<file path="src/rtl/serial_subtractor8.sv">
// Bit-serial subtractor: one full-subtractor cell walks the operands LSB
// first and produces difference, borrow-out, overflow and zero flags.
//
// Ports:
//   clk   rising-edge clock
//   rst   synchronous active-high reset
//   start request, sampled only when not busy
//   Xi    minuend, latched on accepted start
//   Yi    subtrahend, latched on accepted start
//   B0    borrow-in, latched on accepted start
//   Di    registered difference
//   B8    unsigned borrow-out
//   V     signed overflow of X - Y
//   Z     difference is zero
//   busy  high while bits are being processed
//   done  one-cycle strobe when results update
module serial_subtractor8 #(
    parameter int WIDTH = 8
) (
    input  logic             clk,
    input  logic             rst,
    input  logic             start,
    input  logic [WIDTH-1:0] Xi,
    input  logic [WIDTH-1:0] Yi,
    input  logic             B0,
    output logic [WIDTH-1:0] Di,
    output logic             B8,
    output logic             V,
    output logic             Z,
    output logic             busy,
    output logic             done
);

    localparam int CW = (WIDTH > 1) ? $clog2(WIDTH) : 1;
    localparam logic [CW-1:0] LAST = CW'(WIDTH - 1);

    localparam logic [1:0] S_IDLE = 2'd0;
    localparam logic [1:0] S_RUN  = 2'd1;
    localparam logic [1:0] S_DONE = 2'd2;

    logic [1:0]       state_q, state_d;
    logic [WIDTH-1:0] xs_q, xs_d;
    logic [WIDTH-1:0] ys_q, ys_d;
    logic [WIDTH-1:0] acc_q, acc_d;
    logic             brw_q, brw_d;
    logic [CW-1:0]    cnt_q, cnt_d;
    logic             xm_q, xm_d;
    logic             ym_q, ym_d;
    logic [WIDTH-1:0] di_q, di_d;
    logic             b8_q, b8_d;
    logic             v_q, v_d;
    logic             z_q, z_d;
    logic             busy_q, busy_d;
    logic             done_q, done_d;

    // Full-subtractor cell on the current LSBs
    logic             bit_d;
    logic             brw_nx;
    logic [WIDTH-1:0] acc_nx;

    always_comb begin
        bit_d  = xs_q[0] ^ ys_q[0] ^ brw_q;
        brw_nx = (~xs_q[0] & ys_q[0])
               | (~(xs_q[0] ^ ys_q[0]) & brw_q);
        // Difference bits enter at the MSB and slide down,
        // so after WIDTH shifts bit 0 sits at position 0.
        acc_nx = {bit_d, acc_q[WIDTH-1:1]};
    end

    always_comb begin
        state_d = state_q;
        xs_d    = xs_q;
        ys_d    = ys_q;
        acc_d   = acc_q;
        brw_d   = brw_q;
        cnt_d   = cnt_q;
        xm_d    = xm_q;
        ym_d    = ym_q;
        di_d    = di_q;
        b8_d    = b8_q;
        v_d     = v_q;
        z_d     = z_q;
        busy_d  = busy_q;
        done_d  = 1'b0;

        case (state_q)
            S_RUN: begin
                acc_d = acc_nx;
                brw_d = brw_nx;
                xs_d  = {1'b0, xs_q[WIDTH-1:1]};
                ys_d  = {1'b0, ys_q[WIDTH-1:1]};
                cnt_d = cnt_q + CW'(1);
                if (cnt_q == LAST) begin
                    di_d    = acc_nx;
                    b8_d    = brw_nx;
                    // bit_d is the result MSB on the final step
                    v_d     = (xm_q != ym_q) && (bit_d != xm_q);
                    z_d     = (acc_nx == '0);
                    state_d = S_DONE;
                    busy_d  = 1'b0;
                    done_d  = 1'b1;
                end
            end
            default: begin
                // IDLE and DONE both accept a new request;
                // from DONE this gives back-to-back operation.
                if (start) begin
                    xs_d    = Xi;
                    ys_d    = Yi;
                    brw_d   = B0;
                    xm_d    = Xi[WIDTH-1];
                    ym_d    = Yi[WIDTH-1];
                    acc_d   = '0;
                    cnt_d   = '0;
                    state_d = S_RUN;
                    busy_d  = 1'b1;
                end else begin
                    state_d = S_IDLE;
                end
            end
        endcase
    end

    always_ff @(posedge clk) begin
        if (rst) begin
            state_q <= S_IDLE;
            xs_q    <= '0;
            ys_q    <= '0;
            acc_q   <= '0;
            brw_q   <= 1'b0;
            cnt_q   <= '0;
            xm_q    <= 1'b0;
            ym_q    <= 1'b0;
            di_q    <= '0;
            b8_q    <= 1'b0;
            v_q     <= 1'b0;
            z_q     <= 1'b0;
            busy_q  <= 1'b0;
            done_q  <= 1'b0;
        end else begin
            state_q <= state_d;
            xs_q    <= xs_d;
            ys_q    <= ys_d;
            acc_q   <= acc_d;
            brw_q   <= brw_d;
            cnt_q   <= cnt_d;
            xm_q    <= xm_d;
            ym_q    <= ym_d;
            di_q    <= di_d;
            b8_q    <= b8_d;
            v_q     <= v_d;
            z_q     <= z_d;
            busy_q  <= busy_d;
            done_q  <= done_d;
        end
    end

    assign Di   = di_q;
    assign B8   = b8_q;
    assign V    = v_q;
    assign Z    = z_q;
    assign busy = busy_q;
    assign done = done_q;

endmodule

</file>
<file path="config.mk">
export PLATFORM = sky130hd
export DESIGN_NAME = serial_subtractor8
export DESIGN_NICKNAME = d
export VERILOG_FILES = /design/src/rtl/serial_subtractor8.sv
export SDC_FILE = /design/constraint.sdc
export NUM_CORES = 1
export LEC_CHECK = 0
export BUFFER_PORTS_ARGS = -buffer_cell sky130_fd_sc_hd__buf_2
export CAP_MARGIN = 5
export CORE_ASPECT_RATIO = 2
export CORE_UTILIZATION = 25
export DETAILED_ROUTE_END_ITERATION = 6
export SYNTH_ARGS = -nofsm -noshare
export SYNTH_HDL_FRONTEND = slang
export SYNTH_SLANG_ARGS = --single-unit
</file>
<file path="constraint.sdc">
create_clock -name clk -period 1.75 [get_ports clk]
set_input_delay 0.35 -clock clk [delete_from_list [all_inputs] [get_ports clk]]
set_output_delay 0.35 -clock clk [all_outputs]
set_load 0.03 [all_outputs]
</file>
==> key figures <==
Clock network
  – CTS H-Tree Depth: 2
  – Post_cts resized: 0
  – Cts bufs inserted: 5
  – Hold-fix buffers at CTS: 0
  – Clock root buffer: clkbuf_16
  – CTS Buffer Depth: 2
  – Clk sink count: 44
  – Clk Latency, worst-skew pair: 0.28 ns
  – Clk slew on worst S/H paths: 0.06 ns
  – CTS tree: yes
  – Post-CTS setup buffer count: 0

Floorplanning
  – Rows: 45
  – Chip height: 127 µm
  – Core Region: 0.00754 mm²
  – Number of I/O pins: 33
  – DIE AREA: 0.00818 mm²
  – Die Span X: 64.5 µm
  – Starting density of the core: 25.9%

Timing
  – Slew @ Worst Pin: 0.512 ns
  – Maximum clock frequency: 625 MHz
  – Slew headroom: 65.9%
  – Max Slew Vio Count: 0
  – Final setup viols: 0
  – Final period utilization: 91.5%
  – Minimum clock period: 1.60 ns
  – Final Hold Violating Endpoints: 0
  – Setup TNS Final: 0 ns
  – Clk_skew: 0.00282 ns
  – RSZ-0062 raised after global routing: no
  – Final Hold Slack: 0.332 ns

Routing
  – Post-Route WL: 4.02 mm
  – Antenna-violating nets left: 0
  – DRC: 0
  – First DRT Iteration DRCs: 64
  – Drt via density: 4.50
  – WL per Instance: 12.5 µm
  – Via count: 1448
  – DR pass1 iterations: 4

Global routing
  – Largest net degree at the start of global routing: 45
  – Initial antenna violation count: 0
  – Number of global-route vias before repair: 1469
  – Global-route wire length before repair: 6.78 mm
  – Tot GR Track Use: 11.0%
  – GR Overflow Total: 0

Worst hold path
  – Class of the worst hold path: in -> reg
  – Hold worst-path end: ym_q
  – Hold Path Depth: 3
  – Hold Startpoint: Yi[7]

Synth
  – Netlist area before placement: 0.00195 mm²
  – EDFF count, synth: 0
  – Asr flop ratio synth: 0%
  – Unique cell type count in the Yosys netlist: 29
  – Post-Synthesis Cells: 198
  – Largest cells by area after synthesis: dfxtp_1 (45%), a211oi_2 (9.6%), mux2i_1 (8.2%)
  – Synth area leader: dfxtp_1
  – Seq/Total Area, Yosys: 45.2%
  – Flops & latches, synth: 44
  – Yosys top cell area share: 45.2%
  – Post-Syn Nets: 222
  – Yosys warning total: 0
  – Avg Cell Area, Syn: 9.85 µm²
  – Most used DFF post-synth: dfxtp_1

Finish
  – Fillers: 844
  – Share of layout cells above drive strength 1: 32.5%
  – Synth-to-layout area growth: 18.5%
  – Fin cells: 322
  – Fin nets: 252
  – ANT cells: 0

Critical path
  – RR Startpoint: xs_q[0]
  – Slowest stage delay, CP: 0.50 ns
  – Crit path max fanout: 3
  – Startpoint class of the critical path: flop
  – Worst reg2reg setup slack: 0.15 ns
  – R2R Path End: V
  – Slowest CP cell: fa_1
  – CP Class: reg -> reg
  – Setup crit end kind: flop
  – CP Cell Sequence: inv_1 > fa_1 > or3b_1 > a311oi_1
  – FF-to-FF path depth: 4
  – Crit path DAT: 1.80 ns
  – Critical Path RT: 1.94 ns

Run
  – Max-cap violations: 0

Place
  – Post-DP HPWL: 3.05 mm
  – GP Congestion: 0.745
  – Port bufs: 32
  – Inst Count DP: 315

Power
  – PwrDens: 950 mW/mm²
  – IR drop worst, VDD: 0.363 mV
  – LEAKAGE: 0.000919 µW

Status
  – Outcome: finished, final reports clean
==> critical path, delay by kind of cell, from the launching register on <==
kind	cells	cell delay, ns
adders and majority gates	1	0.50
and+or+nand+nor	1	0.35
buffers and inverters	1	0.07
AOI/OAI and AO/OA	1	0.24
DFF	1	0.35
==> layout by cell type, fill, tap and decap left out <==
cell type / synthesis / final
dfxtp_1: 44 / 43
buf_2: 4 / 32
nand2_1: 26 / 26
a21oi_1: 21 / 21
mux2i_1: 16 / 16
a211oi_2: 15 / 15
nand3_1: 12 / 12
nor2_2: 10 / 10
nor2_1: 9 / 9
buf_4: 2 / 6
clkbuf_16: 0 / 5
inv_1: 4 / 4
nand3b_1: 2 / 2
nor3_1: 2 / 2
nand2b_1: 3 / 2
a211oi_1: 2 / 2
o21ai_0: 2 / 2
nor4_1: 2 / 2
fa_1: 2 / 2
ha_1: 2 / 2
buf_12: 0 / 2
nand2b_2: 0 / 1
and2b_1: 1 / 1
o211a_1: 1 / 1
and3b_1: 1 / 1
or3b_1: 1 / 1
a311oi_1: 1 / 1
nand3_2: 1 / 1
a22oi_1: 1 / 1
clkbuf_1: 3 / 1
clkinv_2: 0 / 1
dfxtp_2: 0 / 1
==> stage by stage <==
| stage | worst slack [ns] | instance area, µm² | power (µW) | util, % |
|---|---|---|---|---|
| 6_report | 0.149 | 2310 | 2200 | 30.6 |
| 5_1_grt | 0.0489 | 2310 | 2300 | 30.6 |
| 4_1_cts | 0.0825 | 2310 | 2240 | 30.6 |
| 3_5_place_dp | 0.0925 | 2180 | 1360 | 28.8 |
| 3_3_place_gp | 0.134 | 2180 | 1350 | 28.8 |
| 2_1_floorplan | 0.175 | 1950 | 1290 | - |
==> cells by family after synthesis <==
logic type | count (synthesis) | synth area share, %
compound gates | 43 | 17.6
fa+ha+maj | 4 | 3.34
buf+inv | 21 | 7.95
flops | 44 | 45.2
mux | 16 | 8.21
simple gates | 70 | 17.7
==> sequential cells by signal, summed over array words and instances, names as in the netlist, 2 cells and up <==
| signal | cells |
|---|---|
| ys_q | 8 |
| xs_q | 8 |
| acc_q | 7 |
| Di | 8 |
| state_q | 2 |
| cnt_q | 3 |
==> worst max-delay path by stage <==
stage | cells after the start | from | end
6_report | 4 | xs_q[0] | V
5_1_grt | 4 | xs_q[0] | V
4_1_cts | 4 | xs_q[0] | V
3_5_place_dp | 4 | xs_q[0] | V
3_3_place_gp | 4 | xs_q[0] | V
2_1_floorplan | 4 | xs_q[0] | V
==> routing by layer <==
layer | part of all wire, % | routed length [µm] | global-route usage [%] | vias up
li1 | - | - | - | 741
met1 | 37 | 1480 | 10.7 | 679
met2 | 58 | 2320 | 20.7 | 22
met3 | 2.8 | 113 | 2.07 | 6
met4 | 2.7 | 107 | 6.27 | 0
met5 | 0 | 0 | 0 | -
==> synthesized netlist by cell type (3+ instances only) <==
cell type / instances
nand2b_1: 3
clkbuf_1: 3
buf_2: 4
buf_6: 7
nand2_1: 26
a21oi_1: 21
dfxtp_1: 44
inv_1: 4
nand3_1: 12
nor2_1: 9
nor2_2: 10
mux2i_1: 16
a211oi_2: 15
==> where the power goes <==
part	internal (µW)	leakage [µW]	switching (µW)	total (µW)
sequential	1050	0.000360	30.7	1080
combinational	111	0.000492	140	251
clock	518	0.0000667	349	867
total	1680	0.000919	520	2200
==> final cells by class <==
cell class | instances | area, µm² | share of cell area [%]
Multi-Input combinational cell | 133 | 917 | 39.7
Clock buffer | 6 | 129 | 5.58
Timing Repair Buffer | 40 | 245 | 10.6
Tap cell | 94 | 118 | 5.09
Sequential cell | 44 | 882 | 38.2
Clock inverter | 1 | 5.00 | 0.217
Inverter | 4 | 15.0 | 0.650
(Power assumes the default switching activity.)
